**src/rtl/alu_pkg.sv**
```systemverilog
// Shared types for the sequential ALU: opcode encoding, status flags and FSM state.
package alu_pkg;

  typedef enum logic [2:0] {
    ALU_ADD = 3'b000,
    ALU_SUB = 3'b001,
    ALU_AND = 3'b010,
    ALU_OR  = 3'b011,
    ALU_XOR = 3'b100,
    ALU_NOT = 3'b101,
    ALU_SHR = 3'b110,
    ALU_SHL = 3'b111
  } op_e;

  typedef struct packed {
    logic carry;
    logic zero;
    logic negative;
    logic overflow;
  } flags_t;

  typedef enum logic {
    ST_IDLE  = 1'b0,
    ST_SHIFT = 1'b1
  } state_e;

endpackage

```
**src/rtl/alu_core.sv**
```systemverilog
// Combinational arithmetic/logic slice; shift opcodes produce zero here.
module alu_core
  import alu_pkg::*;
#(
  parameter int unsigned WIDTH = 8
) (
  input  logic [WIDTH-1:0] a_i,
  input  logic [WIDTH-1:0] b_i,
  input  op_e              op_i,
  output logic [WIDTH-1:0] res_o,
  output logic             carry_o,
  output logic             overflow_o
);

  logic             sub;
  logic [WIDTH-1:0] b_eff;
  logic [WIDTH:0]   sum;

  always_comb begin
    sub        = (op_i == ALU_SUB);
    b_eff      = sub ? ~b_i : b_i;
    sum        = {1'b0, a_i} + {1'b0, b_eff} + {{WIDTH{1'b0}}, sub};
    res_o      = '0;
    carry_o    = 1'b0;
    overflow_o = 1'b0;
    case (op_i)
      ALU_ADD, ALU_SUB: begin
        res_o      = sum[WIDTH-1:0];
        // SUB reports borrow, i.e. the inverted adder carry-out
        carry_o    = sum[WIDTH] ^ sub;
        overflow_o = (a_i[WIDTH-1] == b_eff[WIDTH-1]) && (sum[WIDTH-1] != a_i[WIDTH-1]);
      end
      ALU_AND: res_o = a_i & b_i;
      ALU_OR:  res_o = a_i | b_i;
      ALU_XOR: res_o = a_i ^ b_i;
      ALU_NOT: res_o = ~a_i;
      default: res_o = '0;
    endcase
  end

endmodule

```
**src/rtl/alu_seq.sv**
```systemverilog
// Handshaked ALU: single-cycle arithmetic/logic ops, iterative one-bit-per-cycle
// shifts, and a registered result/flag stage behind a valid/ready port.
module alu_seq
  import alu_pkg::*;
#(
  parameter int unsigned WIDTH = 8
) (
  input  logic             clk,
  input  logic             rst_n,
  input  logic             in_valid,
  output logic             in_ready,
  input  logic [WIDTH-1:0] a,
  input  logic [WIDTH-1:0] b,
  input  logic [2:0]       op,
  output logic             out_valid,
  input  logic             out_ready,
  output logic [WIDTH-1:0] result,
  output logic             carry,
  output logic             zero,
  output logic             negative,
  output logic             overflow
);

  localparam int unsigned      CW      = $clog2(WIDTH + 1);
  localparam logic [WIDTH-1:0] WIDTH_B = WIDTH'(WIDTH);
  localparam logic [CW-1:0]    WIDTH_C = CW'(WIDTH);

  state_e           state_q, state_d;
  logic [WIDTH-1:0] sh_q, sh_d;
  logic [CW-1:0]    cnt_q, cnt_d;
  logic             dir_q, dir_d;
  logic             ov_q, ov_d;
  logic [WIDTH-1:0] res_q, res_d;
  flags_t           flags_q, flags_d;

  op_e              op_s;
  logic             accept, is_shift, shl;
  logic [CW-1:0]    k;
  logic [WIDTH-1:0] core_res, sh1, sh_next;
  logic             core_c, core_v, out1, sh_out;
  logic             wr, wr_c, wr_v;
  logic [WIDTH-1:0] wr_res;

  alu_core #(.WIDTH(WIDTH)) u_core (
    .a_i        (a),
    .b_i        (b),
    .op_i       (op_s),
    .res_o      (core_res),
    .carry_o    (core_c),
    .overflow_o (core_v)
  );

  assign in_ready = (state_q == ST_IDLE) && (!ov_q || out_ready);
  assign out_valid = ov_q;
  assign result    = res_q;
  assign carry     = flags_q.carry;
  assign zero      = flags_q.zero;
  assign negative  = flags_q.negative;
  assign overflow  = flags_q.overflow;

  always_comb begin
    op_s     = op_e'(op);
    accept   = in_valid && in_ready;
    is_shift = (op_s == ALU_SHR) || (op_s == ALU_SHL);
    shl      = (op_s == ALU_SHL);
    k        = (b >= WIDTH_B) ? WIDTH_C : b[CW-1:0];
    sh1      = shl ? (a << 1) : (a >> 1);
    out1     = shl ? a[WIDTH-1] : a[0];
    sh_next  = dir_q ? (sh_q << 1) : (sh_q >> 1);
    sh_out   = dir_q ? sh_q[WIDTH-1] : sh_q[0];

    state_d = state_q;
    sh_d    = sh_q;
    cnt_d   = cnt_q;
    dir_d   = dir_q;
    wr      = 1'b0;
    wr_res  = '0;
    wr_c    = 1'b0;
    wr_v    = 1'b0;

    case (state_q)
      ST_IDLE: begin
        if (accept) begin
          if (!is_shift) begin
            wr     = 1'b1;
            wr_res = core_res;
            wr_c   = core_c;
            wr_v   = core_v;
          end else if (k == '0) begin
            wr     = 1'b1;
            wr_res = a;
          end else if (k == CW'(1)) begin
            wr     = 1'b1;
            wr_res = sh1;
            wr_c   = out1;
          end else begin
            // First bit moves on the accept edge so a k-bit shift completes k cycles later
            sh_d    = sh1;
            cnt_d   = k - CW'(1);
            dir_d   = shl;
            state_d = ST_SHIFT;
          end
        end
      end
      ST_SHIFT: begin
        sh_d  = sh_next;
        cnt_d = cnt_q - CW'(1);
        if (cnt_q == CW'(1)) begin
          wr      = 1'b1;
          wr_res  = sh_next;
          wr_c    = sh_out;
          state_d = ST_IDLE;
        end
      end
      default: state_d = ST_IDLE;
    endcase

    ov_d    = ov_q;
    res_d   = res_q;
    flags_d = flags_q;
    if (wr) begin
      ov_d             = 1'b1;
      res_d            = wr_res;
      flags_d.carry    = wr_c;
      flags_d.zero     = (wr_res == '0);
      flags_d.negative = wr_res[WIDTH-1];
      flags_d.overflow = wr_v;
    end else if (ov_q && out_ready) begin
      ov_d = 1'b0;
    end
  end

  always_ff @(posedge clk or negedge rst_n) begin
    if (!rst_n) begin
      state_q <= ST_IDLE;
      sh_q    <= '0;
      cnt_q   <= '0;
      dir_q   <= 1'b0;
      ov_q    <= 1'b0;
      res_q   <= '0;
      flags_q <= '0;
    end else begin
      state_q <= state_d;
      sh_q    <= sh_d;
      cnt_q   <= cnt_d;
      dir_q   <= dir_d;
      ov_q    <= ov_d;
      res_q   <= res_d;
      flags_q <= flags_d;
    end
  end

endmodule

```
**config.mk**
```make
export PLATFORM = sky130hd
export DESIGN_NAME = alu_seq
export DESIGN_NICKNAME = d
export VERILOG_FILES = /design/src/rtl/alu_pkg.sv /design/src/rtl/alu_core.sv /design/src/rtl/alu_seq.sv
export SDC_FILE = /design/constraint.sdc
export NUM_CORES = 1
export LEC_CHECK = 0
export ABC_AREA = 1
export BUFFER_PORTS_ARGS = -buffer_cell sky130_fd_sc_hd__buf_2
export CAP_MARGIN = 40
export CORE_UTILIZATION = 55
export CTS_CLUSTER_DIAMETER = 120
export DETAILED_ROUTE_END_ITERATION = 8
export PLACE_DENSITY = 0.84
export SETUP_SLACK_MARGIN = 0.02
export SLEW_MARGIN = 0
export SYNTH_ARGS = -nofsm -noshare
export SYNTH_HDL_FRONTEND = slang
export SYNTH_HIERARCHICAL = 1
export SYNTH_SLANG_ARGS = --single-unit
```
**constraint.sdc**
```tcl
create_clock -name clk -period 2.6 [get_ports clk]
set_input_delay 0.52 -clock clk [delete_from_list [all_inputs] [get_ports clk]]
set_output_delay 0.52 -clock clk [all_outputs]
set_load 0.02 [all_outputs]
```
# [Yosys cells after proc, flatten, opt, wreduce, memory -nomap -nowiden]
# Cells that the tools add are included.
# Widths: inputs -> output; s select.
[word_totals] regBits=27 out_inout_bits=14 elab_cells=101
[classes] add_sub_neg=4 order_cmp=1 eq_ne=15 n_mux=48 bitwise=9 n_reduce_logical=14
[ops] op="$mux 8" n=12
[ops] op="$pmux 8 s5" n=1
[ops] op="$pmux 8 s2" n=2
[ops] op="$mux 1" n=24
[ops] op="$mux 4" n=5
[ops] op="$not 8->8" n=2
[ops] op="$eq 3x3->1 const B" n=4
[ops] op="$add 8x8->9" n=1
[ops] op="$add 9x1->9" n=1
[ops] op="$and 8x8->8" n=1
[ops] op="$eq 4x1->1 const B" n=2
[ops] op="$ge 8x4->1 const B" n=1
[ops] op="$logic_not 8->1" n=1
[ops] op="$ne 2x2->1 const B" n=4
[ops] op="$or 8x8->8" n=1
[ops] op="$pmux 4 s2" n=1
[ops] op="$sub 4x1->4 const B" n=2
[ops] op="$xor 8x8->8" n=1
[ops] op="$eq 3x2->1 const B" n=2
[ops] op="$pmux 1 s2" n=3
[ops] op="$reduce_and 5->1" n=1
[ops] op="$logic_and 1x1->1" n=4
[ops] op="$logic_not 4->1" n=1
[ops] op="$reduce_and 4->1" n=1
[ops] op="other kinds (10)" n=13

# [Depth between registers and ports, before layout]
# Gate-level depths: netlist of the first run.
[depth] ltp_word=10 ltp_mapped=20 mapped_depth_nobuf=19

# [By module]
# Netlist of the first run, hierarchy kept.
[modules_own_cells] module="alu_seq" n_inst=1 cells_each=259 area_per_inst_um2=1788.0 seq_area_each_um2=650.6
[modules_own_cells] module="alu_core" n_inst=1 cells_each=160 area_per_inst_um2=1057.3 seq_area_each_um2=0.0

# [Worst setup path before layout of the first run]
# No wires, ideal clock.
[synth_timing] path_type="input to register" from="input port op[1]" to="register flags_q (netlist bit zero)" arrival_time_ns=2.622 required_ns=2.535 slack_ns=-0.087 path_stages=18 n_path_buf=1 cell_sequence="nor2_4 -> buf_4 -> nand2_2 -> xor2_1 -> ha_1 -> a21oi_1 -> nor2_1 -> nor2_1 -> nand3b_1 -> nand3_1 -> nand2_1 -> nor2_1 -> nor2_1 -> a21oi_1 -> nand2_1 -> nor2_1 -> nand3_1 -> nand2_1"
[synth_via] elab_chain_cells=9 elab_cells_between_ends=24 classes_between="add/sub: 2; eq/ne: 7; mux: 11; reduce/logical: 4"
[synth_rtl] element="from (decl)" line_no="alu_seq.sv:14" source="input logic [2:0] op,"
[synth_rtl] element="$eq 3x1->1" line_no="alu_core.sv:20, alu_core.sv:26"
[synth_rtl] element="$mux 8" line_no="alu_core.sv:21" source="b_eff = sub ? ~b_i : b_i;"
[synth_rtl] element="$add 8x8->9" line_no="alu_core.sv:22" source="sum = {1'b0, a_i} + {1'b0, b_eff} + {{WIDTH{1'b0}}, sub};"
[synth_rtl] element="$add 9x1->9" line_no="alu_core.sv:22"
[synth_rtl] element="$pmux 8 s5 (*)" line_no="alu_core.sv:26" source="case (op_i)"
[synth_rtl] element="named net core_res[5]" line_no="alu_seq.sv:39" source="logic [WIDTH-1:0] core_res, sh1, sh_next;"
[synth_rtl] element="$mux 8 (*)" line_no="alu_seq.sv:84" source="if (!is_shift) begin"
[synth_rtl] element="$mux 8 (*)" line_no="alu_seq.sv:83" source="if (accept) begin"
[synth_rtl] element="$pmux 8 s2 (*)" line_no="alu_seq.sv:81" source="case (state_q)"
[synth_rtl] element="$logic_not 8->1 (*)" line_no="alu_seq.sv:125" source="flags_d.zero = (wr_res == '0);"
[synth_rtl] element="to (signal assigned)" line_no="alu_seq.sv:149" source="flags_q <= flags_d;"
[synth_rtl] element="to (decl)" line_no="alu_seq.sv:34" source="flags_t flags_q, flags_d;"
# The timed path passes the listed nets; every way through them passes the cells marked *.
# A chain may end at the register's enable or synchronous reset.

# [Worst setup path after layout of the first run]
# Same ends and word-level chain as after synthesis.

==> run metrics, run 1 <==
TritonCTS Sinks=26; R2R depth=8; Synthesized Nets=470; DRT Wirelength=between 7 and 8 mm; WHS=approximately 0.23 ns; slowest stage delay, CP=around 0.31 ns; Hold Path Class=primary input to async pin; WP data required=~2.8 ns; post-synthesis sequential area ratio=22.9%; top-area cell type share of the netlist area=22.9%; area of the die=5460 um^2; CTS Buf Count=3; Nets=538; relative slew slack=61.7%; clk buf depth=2; die height=73.9 um; Routed wire per std cell=13.9 um; slew at the pin closest to its max-slew limit=approximately 0.57 ns; Area growth syn-to-layout=21.6%; Core Rows=25; Clock Latency Late Sink=0.28 ns; Max stage delay cell, worst path=ha_1; Antenna Nets Post-Route=0; antenna violations before repair=0; Buf/Inv on CP=2; top post-synthesis cells by area=dfrtp_1, nand2_1, ha_1; YS warnings=6; syn_area_per_cell=just under 7 um^2; pwr dens=655 nW/um^2; P_leak=1.89 nW; most frequent cells in the layout=nand2_1, inv_1, nor2_1, buf_2, buf_4; #FFs+latches synth=26; CTS tree=done; Max FO, Critical Path=5; Worst-path clk slew=0.09 ns; Cells after Synth=419; number of hold buffers added after cts=0; CP Capture Type=flip-flop; crit path launch type=primary input; critical path type=primary input to flip-flop; vias per inst=5.59; R2R setup slack=0.88 ns; Final Setup Violations=0; Final Skew=0.00495 ns; buffers added on ports=36; status=complete, no violations; most common cell after layout, fill and taps aside=nand2_1; via count=3,091; gr usage total=29.3%; clk root buf=clkbuf_8; Max rail drop VDD=between 500 and 600 uV; Initial Util=58.7%; post-DP HPWL=~6.0 mm; area of the mapped netlist=2850 um^2; final worst path period share=93.8%; n_diodes=0; fin. max-slew vios=0; FF-to-FF End=cnt_q[3]; Crit path arrival time=2.66 ns; Hold Vio Cnt, Final=0; maxcap violations=0; H-Tree Depth=1; number of global-route vias before repair=about 2,900; CP Cell Sequence=buf_2 -> nor2_4 -> nand2_4 -> buf_4 -> xor2_1 -> ha_1 -> a21oi_1 -> a21boi_4 -> nand2_2 -> nand3_1 -> nand3_1 -> nor2_1 -> nor2_1 -> nand2_1 -> nand2_1 -> nor2_1 -> nand3_1 -> nand2_1; First-pass DRT Iterations=7; Final min period=2.44 ns; dominant cell type by area after synthesis=dfrtp_1; first-pass GRT wire length=12.5 mm; die width=73.9 um; cell family with most CP delay=simple AND/OR/NAND/NOR gates; gp weighted congestion=0.932; layout cells sized above 1=25.9%; r2r startpoint=state_q; Core Area=between 4000 and 5000 um^2; IO Pins=37; Max Fclk=roughly 400 MHz; DR iter-0 viols=253; Overflow after GRT=0; Pwr Total=2.27 mW; Post-route DRC=0; pin count of the biggest net entering global routing=27; synth unique cells=38
-- worst max-delay path by stage --
| stage | from | end | cells after the start |
|---|---|---|---|
| 2_1_floorplan | op[1] | zero | 18 |
| 3_3_place_gp | op[1] | zero | 18 |
| 3_5_place_dp | op[1] | zero | 18 |
| 4_1_cts | op[1] | zero | 15 |
| 5_1_grt | op[1] | zero | 18 |
| 6_report | op[1] | zero | 18 |
-- layout make-up --
class / count / area [um^2]
clock buffer: 3 / 41.3
sequential: 26 / 651
tap: 67 / 83.8
timing repair buffer: 71 / 443
inverter: 65 / 244
multi-input combinational: 320 / 1970
clock inverter: 1 / 30.0
fill: 402 / 1390
-- cells in the mapped netlist --
cell	n
a211oi_1	5
a21boi_0	1
a21boi_1	1
a21o_1	1
a21oi_1	18
a21oi_2	2
a22oi_1	6
a31oi_1	2
buf_4	8
dfrtp_1	26
fa_1	1
ha_1	27
inv_1	56
inv_2	9
nand2_1	99
nand2_2	6
nand2_4	5
nand3_1	18
nand3_2	4
nand3b_1	2
nand4_1	8
nand4_4	1
nor2_1	50
nor2_2	2
nor2_4	3
nor3_1	2
nor3_4	1
o2111ai_1	2
o211ai_1	4
o211ai_2	1
o21a_1	1
o21ai_0	18
o21ai_1	11
o21ai_2	2
o221ai_1	4
o22ai_1	2
xnor2_1	1
xor2_1	9
-- registers in the layout (all words and copies together), names as in the netlist --
signal / count
state_q: 1
dir_q: 1
zero: 1
sh_q: 8
out_valid: 1
cnt_q: 4
overflow: 1
result: 8
carry: 1
-- report_power, final --
part | internal, mW | total [mW] | switching (mW) | leakage [nW]
clock network | 0.206 | 0.336 | 0.129 | 0.0357
logic | 0.461 | 1.22 | 0.762 | 1.52
registers | 0.576 | 0.709 | 0.133 | 0.330
-- logic make-up after synthesis --
logic type | share of synthesized area [%]
AO/OA/AOI/OAI | 17.7
adder cells (fa/ha/maj) | 12.6
flip-flops | 22.9
buffers and inverters | 10.7
AND/OR/NAND/NOR | 33.1
XOR/XNOR | 3.08
-- metal layers --
layer,vias up,GRT usage (%),wire (um)
li1,1496,-,-
met1,1428,39.2,3390
met2,151,49.4,3600
met3,16,4.12,551
met4,0,7.26,125
met5,-,0,0
-- repair_timing --
action                                  4_1_cts  5_1_grt
setup buffers                                 0        1
resized for setup                             0       17
hold endpoints to repair                      0        0
endpoints found under the setup margin        0        5
-- through the flow --
stage / area (um^2) / TNS (ns) / utilization [%] / worst slack, ns / cells
after floorplan: 2860 / 0 / - / 0.0276 / 419
after global placement: 3310 / -0.311 / 68.3 / -0.131 / 548
after detailed placement: 3310 / -0.612 / 68.3 / -0.169 / 548
after CTS: 3380 / 0 / 69.8 / 0.118 / 552
after global routing: 3460 / -0.0195 / 71.4 / -0.0195 / 553
final: 3460 / 0 / 71.4 / 0.160 / 553
No activity file was read; power rests on OpenSTA's default activity.
==> run 2, diff against run 1 <==
--- a/config.mk
+++ b/config.mk
@@ -8,10 +8,10 @@
 export ABC_AREA = 1
 export BUFFER_PORTS_ARGS = -buffer_cell sky130_fd_sc_hd__buf_2
 export CAP_MARGIN = 40
-export CORE_UTILIZATION = 55
+export CORE_UTILIZATION = 50
 export CTS_CLUSTER_DIAMETER = 120
 export DETAILED_ROUTE_END_ITERATION = 8
-export PLACE_DENSITY = 0.84
+export PLACE_DENSITY = 0.79
 export SETUP_SLACK_MARGIN = 0.02
 export SLEW_MARGIN = 0
 export SYNTH_ARGS = -nofsm -noshare
==> run metrics, run 2 (synthesized netlist as in run 1, its figures left out) <==
slowest stage delay, CP=0.32 ns (was 0.31 ns); Nets=539 (was 538); placed insts=552 (was 548); CP Capture Type=flip-flop (unchanged); Crit path arrival time=2.73 ns (was 2.66 ns); Max FO, Critical Path=5 (unchanged); Routed wire per std cell=13.3 um (was 13.9 um); final worst path period share=96.4% (was 93.8%); Final Skew=0.00196 ns (was 0.00495 ns); H-Tree Depth=1 (unchanged); Overflow after GRT=0 (unchanged); number of global-route vias before repair=2,774 (was 2,861); Max rail drop VDD=459 uV (was 594 uV); CP Cell Sequence=buf_2 -> nor2_4 -> nand2_4 -> buf_4 -> xor2_1 -> ha_1 -> a21oi_2 -> a21boi_4 -> nand2_2 -> nand3_1 -> nand3_1 -> nor2_1 -> nor2_1 -> nand2_1 -> nand2_1 -> nor2_1 -> nand3_1 -> nand2_1 (was buf_2 -> nor2_4 -> nand2_4 -> buf_4 -> xor2_1 -> ha_1 -> a21oi_1 -> a21boi_4 -> nand2_2 -> nand3_1 -> nand3_1 -> nor2_1 -> nor2_1 -> nand2_1 -> nand2_1 -> nor2_1 -> nand3_1 -> nand2_1); buffers added on ports=36 (unchanged); TritonCTS Sinks=26 (unchanged); gp weighted congestion=0.921 (was 0.932); fin. max-slew vios=0 (unchanged); Core Area=5510 um^2 (was 4850 um^2); Max Fclk=399 MHz (was 410 MHz); via count=3,034 (was 3,091); WHS=0.233 ns (was 0.225 ns); area of the die=6000 um^2 (was 5460 um^2); post-DP HPWL=5.88 mm (was 6.03 mm); gr usage total=25.1% (was 29.3%); cell family with most CP delay=simple AND/OR/NAND/NOR gates (unchanged); first-pass GRT wire length=12.2 mm (was 12.5 mm); status=complete, no violations (unchanged); IO Pins=37 (unchanged); P_leak=1.89 nW (about the same); DR iter-0 viols=238 (was 253); Antenna Nets Post-Route=0 (unchanged); slew at the pin closest to its max-slew limit=0.586 ns (was 0.575 ns); CTS tree=done (unchanged); clk buf depth=2 (unchanged); TNS Setup=0 ns (unchanged); r2r startpoint=state_q (unchanged); FF-to-FF End=sh_q[0] (was cnt_q[3]); R2R depth=8 (unchanged); vias per inst=5.43 (was 5.59); n_diodes=0 (unchanged); Hold Path Class=primary input to async pin (unchanged); Hold Vio Cnt, Final=0 (unchanged); Core Rows=27 (was 25); Final Setup Violations=0 (unchanged); layout cells sized above 1=25.7% (was 25.9%); Worst-path clk slew=0.09 ns (about the same); maxcap violations=0 (unchanged); most common cell after layout, fill and taps aside=nand2_1 (unchanged); clk root buf=clkbuf_8 (unchanged); Final min period=2.51 ns (was 2.44 ns); critical path type=primary input to flip-flop (unchanged); DRT Wirelength=7.45 mm (was 7.67 mm); WP data required=2.82 ns (was 2.83 ns); Area growth syn-to-layout=21.8% (was 21.6%); Clock Latency Late Sink=0.27 ns (was 0.28 ns); Initial Util=51.7% (was 58.7%); Post-route DRC=0 (unchanged); Max stage delay cell, worst path=ha_1 (unchanged); die height=77.4 um (was 73.9 um); number of hold buffers added after cts=0 (unchanged); crit path launch type=primary input (unchanged); pwr dens=649 nW/um^2 (was 655 nW/um^2); relative slew slack=60.9% (was 61.7%); pin count of the biggest net entering global routing=27 (unchanged); Layout Utilization=62.9% (was 71.4%); die width=77.4 um (was 73.9 um); Buf/Inv on CP=2 (unchanged); antenna violations before repair=0 (unchanged); First-pass DRT Iterations=6 (was 7); R2R setup slack=0.89 ns (was 0.88 ns); final non-filler cell total=559 (was 553); most frequent cells in the layout=nand2_1, inv_1, nor2_1, buf_2, buf_4 (unchanged); CTS Buf Count=3 (unchanged)
run 2: changes by cell type in the layout (fill, tap and decap cells not counted):
cell	change
xor2_2	-1
buf_4	+1
nor2_1	+1
a21oi_1	-1
fa_1	+1
a21oi_2	+1
nor2_2	-1
fa_2	-1
xor2_1	+1
run 2: repair_timing:
action	4_1_cts	5_1_grt
setup endpoints to repair	0	3
buffers inserted	0	3
resized for setup	0	15
run 2: layout make-up:
| cell class | count | area [um^2] |
|---|---|---|
| Clock buffer | 3 | 41.3 |
| Clock inverter | 1 | 30.0 |
| Fill cell | 489 | 2040 |
| Inverter | 65 | 244 |
| Multi-Input combinational cell | 320 | 1960 |
| Sequential cell | 26 | 651 |
| Tap cell | 72 | 90.1 |
| Timing Repair Buffer | 72 | 450 |
run 2: worst register-to-register path: cells and delay by family (launching register included):
kind / cells / cell delay (ns)
and+or+nand+nor: 4 / 0.51
DFF: 1 / 0.49
buffers and inverters: 2 / 0.35
AOI/OAI and AO/OA: 2 / 0.28
run 2: power breakdown:
group	internal [mW]	switching [mW]
Clock	0.206	0.128
Sequential	0.576	0.128
Combinational	0.462	0.749
run 2: layer usage:
metal	share of wire (%)	routed length, um	track usage, %	up-vias
li1	-	-	-	1511
met1	45	3380	33.8	1388
met2	46	3460	41.8	116
met3	5.5	413	2.47	19
met4	2.6	197	8.11	0
met5	0	0	0	-
run 2: through the flow:
step | total power [mW] | cell area [um^2] | setup WS (ns)
floorplan | 1.49 | 2860 | 0.0276
global placement | 1.83 | 3310 | -0.172
detailed placement | 1.86 | 3310 | -0.209
CTS | 2.21 | 3380 | 0.0724
global route | 2.43 | 3460 | -0.0818
finish | 2.25 | 3460 | 0.0941
run 2: worst max-delay path by stage:
stage          start    to  slack [ns]  depth (start not counted)
6_report       op[2]  zero        0.09                         18
5_1_grt        op[2]  zero       -0.08                         18
3_5_place_dp   op[1]  zero       -0.21                         18
4_1_cts        op[1]  zero        0.07                         18
2_1_floorplan  op[1]  zero        0.03                         18
3_3_place_gp   op[1]  zero       -0.17                         18
==> run 3, diff against run 2 <==
==> constraint.sdc (replaced) <==
create_clock -name clk -period 2.6 [get_ports clk]
set_input_delay 0.39 -clock clk [delete_from_list [all_inputs] [get_ports clk]]
set_output_delay 0.39 -clock clk [all_outputs]
set_load 0.02 [all_outputs]
==> run metrics, run 3 (synthesized netlist as in run 1, its figures left out) <==
status=complete, no violations (unchanged); Core Rows=27 (unchanged); relative slew slack=62.0% (was 60.9%); most frequent cells in the layout=nand2_1, inv_1, nor2_1, buf_2, buf_4 (unchanged); Hold Vio Cnt, Final=0 (unchanged); Psw=1.00 mW (was 1.01 mW); Final Instance Area=3380 um^2 (was 3460 um^2); DRT Wirelength=7.53 mm (was 7.45 mm); met1 usage in global routing=33.4% (was 33.8%); Layout Utilization=61.3% (was 62.9%); Initial Util=51.7% (unchanged); Max Fclk=418 MHz (was 399 MHz); Clock Latency Late Sink=0.28 ns (was 0.27 ns); Antenna Nets Post-Route=0 (unchanged); die width=77.4 um (unchanged); buffers added on ports=36 (unchanged); CTS Buf Count=3 (unchanged); sw frac=44.9% (was 44.7%); P_leak=1.85 nW (was 1.89 nW); DR iter-0 viols=233 (was 238); setup ws final=0.205 ns (was 0.0941 ns); Post-Place Setup Slack=-0.0922 ns (was -0.209 ns); antenna violations before repair=0 (unchanged); IO Pins=37 (unchanged); slowest stage delay, CP=0.47 ns (was 0.32 ns); post-DP HPWL=6.08 mm (was 5.88 mm); First-pass DRT Iterations=5 (was 6); clk buf depth=2 (unchanged); area post-placement=3290 um^2 (was 3310 um^2); Final min period=2.39 ns (was 2.51 ns); Routed wire per std cell=13.6 um (was 13.3 um); Max FO, Critical Path=3 (was 5); number of hold buffers added after cts=0 (unchanged); Area growth syn-to-layout=18.7% (was 21.8%); H-Tree Depth=1 (unchanged); Max stage delay cell, worst path=fa_1 (was ha_1); unrepaired setup endpoints after global routing=no; combinational power share=53.0% (was 53.8%); Hold Path Class=primary input to async pin (unchanged); TritonCTS Sinks=26 (unchanged); pin count of the biggest net entering global routing=27 (unchanged); first-pass GRT wire length=12.6 mm (was 12.2 mm); CP Capture Type=flip-flop (unchanged); CP Cell Sequence=buf_2 -> nor2_4 -> nand2_2 -> xor2_1 -> fa_1 -> a22oi_1 -> o2111ai_1 -> nor2_1 -> nor2_1 -> a21oi_1 -> nand2_1 -> nor2_1 -> nand3_1 -> nand2_1 (was buf_2 -> nor2_4 -> nand2_4 -> buf_4 -> xor2_1 -> ha_1 -> a21oi_2 -> a21boi_4 -> nand2_2 -> nand3_1 -> nand3_1 -> nor2_1 -> nor2_1 -> nand2_1 -> nand2_1 -> nor2_1 -> nand3_1 -> nand2_1); via count=3,023 (was 3,034); CP dominant cell by count=nor2_1; Crit path arrival time=2.62 ns (was 2.73 ns); die height=77.4 um (unchanged); CTS tree=done (unchanged); met3 Use GR=3.41% (was 2.47%); Max rail drop VDD=479 uV (was 459 uV); maxcap violations=0 (unchanged); final worst path period share=92.1% (was 96.4%); Worst-path clk slew=0.09 ns (about the same); critical path type=primary input to flip-flop (unchanged); Nets=533 (was 539); Final Skew=0.00294 ns (was 0.00196 ns); number of global-route vias before repair=2,922 (was 2,774); Post-CTS Setup Inserts=0 (unchanged); GRT Max-Usage Layer=met2 (unchanged); Pint=1.23 mW (was 1.24 mW); most common cell after layout, fill and taps aside=nand2_1 (unchanged); vias per inst=5.47 (was 5.43); post-CTS resize count=0 (unchanged); slew at the pin closest to its max-slew limit=0.570 ns (was 0.586 ns); layout cells sized above 1=22.9% (was 25.7%); gp weighted congestion=0.980 (was 0.921); area of the die=6000 um^2 (unchanged); Clock power frac=15.2% (was 14.9%); fin. max-slew vios=0 (unchanged); met2 Use GR=43.5% (was 41.8%); Pwr Total=2.23 mW (was 2.25 mW); Reg power frac=31.8% (was 31.3%); WHS=0.0972 ns (was 0.233 ns); WP data required=2.82 ns (about the same); Post-route DRC=0 (unchanged); crit path launch type=primary input (unchanged); n_diodes=0 (unchanged); Final Setup Violations=0 (unchanged); Overflow after GRT=0 (unchanged); pwr dens=660 nW/um^2 (was 649 nW/um^2); clk root buf=clkbuf_8 (unchanged); Core Area=5510 um^2 (unchanged); gr usage total=25.6% (was 25.1%)
run 3: cell count changes in the layout (fill, tap and decap cells not counted), sizes merged:
cell,delta
buf,-6
run 3: power by group through the flow:
stage | clock [mW] | combinational (mW) | sequential (mW)
after floorplan | 0 | 0.704 | 0.787
after global placement | 0 | 1.13 | 0.706
after detailed placement | 0 | 1.17 | 0.714
after CTS | 0.341 | 1.17 | 0.707
after global routing | 0.354 | 1.32 | 0.731
final | 0.339 | 1.18 | 0.708
run 3: path summary, 6_finish.rpt:
kind                            slack [ns]  depth (start not counted)       from   endpoint
worst max-delay path                  0.21                         14      op[1]       zero
worst min-delay path                   0.1                          1      rst_n  result[5]
worst max register to register        0.84                          9    state_q       zero
worst min register to register        0.47                          2  result[2]  result[2]
max in group asynchronous             2.13                          1      rst_n    sh_q[3]
min in group clk                      0.36                          4  out_ready  out_valid
run 3: final cells by class:
type	instances	area, um^2
Timing Repair Buffer	66	418
Tap cell	72	90.1
Inverter	65	244
Sequential cell	26	651
Multi-Input combinational cell	320	1900
Fill cell	551	2130
Clock buffer	3	41.3
Clock inverter	1	30.0
run 3: layer usage:
metal  vias to the layer above  wire length, um
li1                       1501                -
met1                      1380             3410
met2                       122             3550
met3                        20              421
met4                         0              153
met5                         -                0
run 3: stage by stage:
stage	cells	TNS, ns
after floorplan	419	0
final	553	0
after global placement	549	-0.00701
after detailed placement	549	-0.120
after global routing	553	0
after CTS	553	0
run 3: worst max-delay path, delay by kind of cell:
family                     cells  cell delay, ns
adders and majority gates      1            0.47
and+or+nand+nor                8            0.75
xor gates and xnor gates       1            0.26
buffers and inverters          1            0.12
AOI/OAI and AO/OA              3            0.64
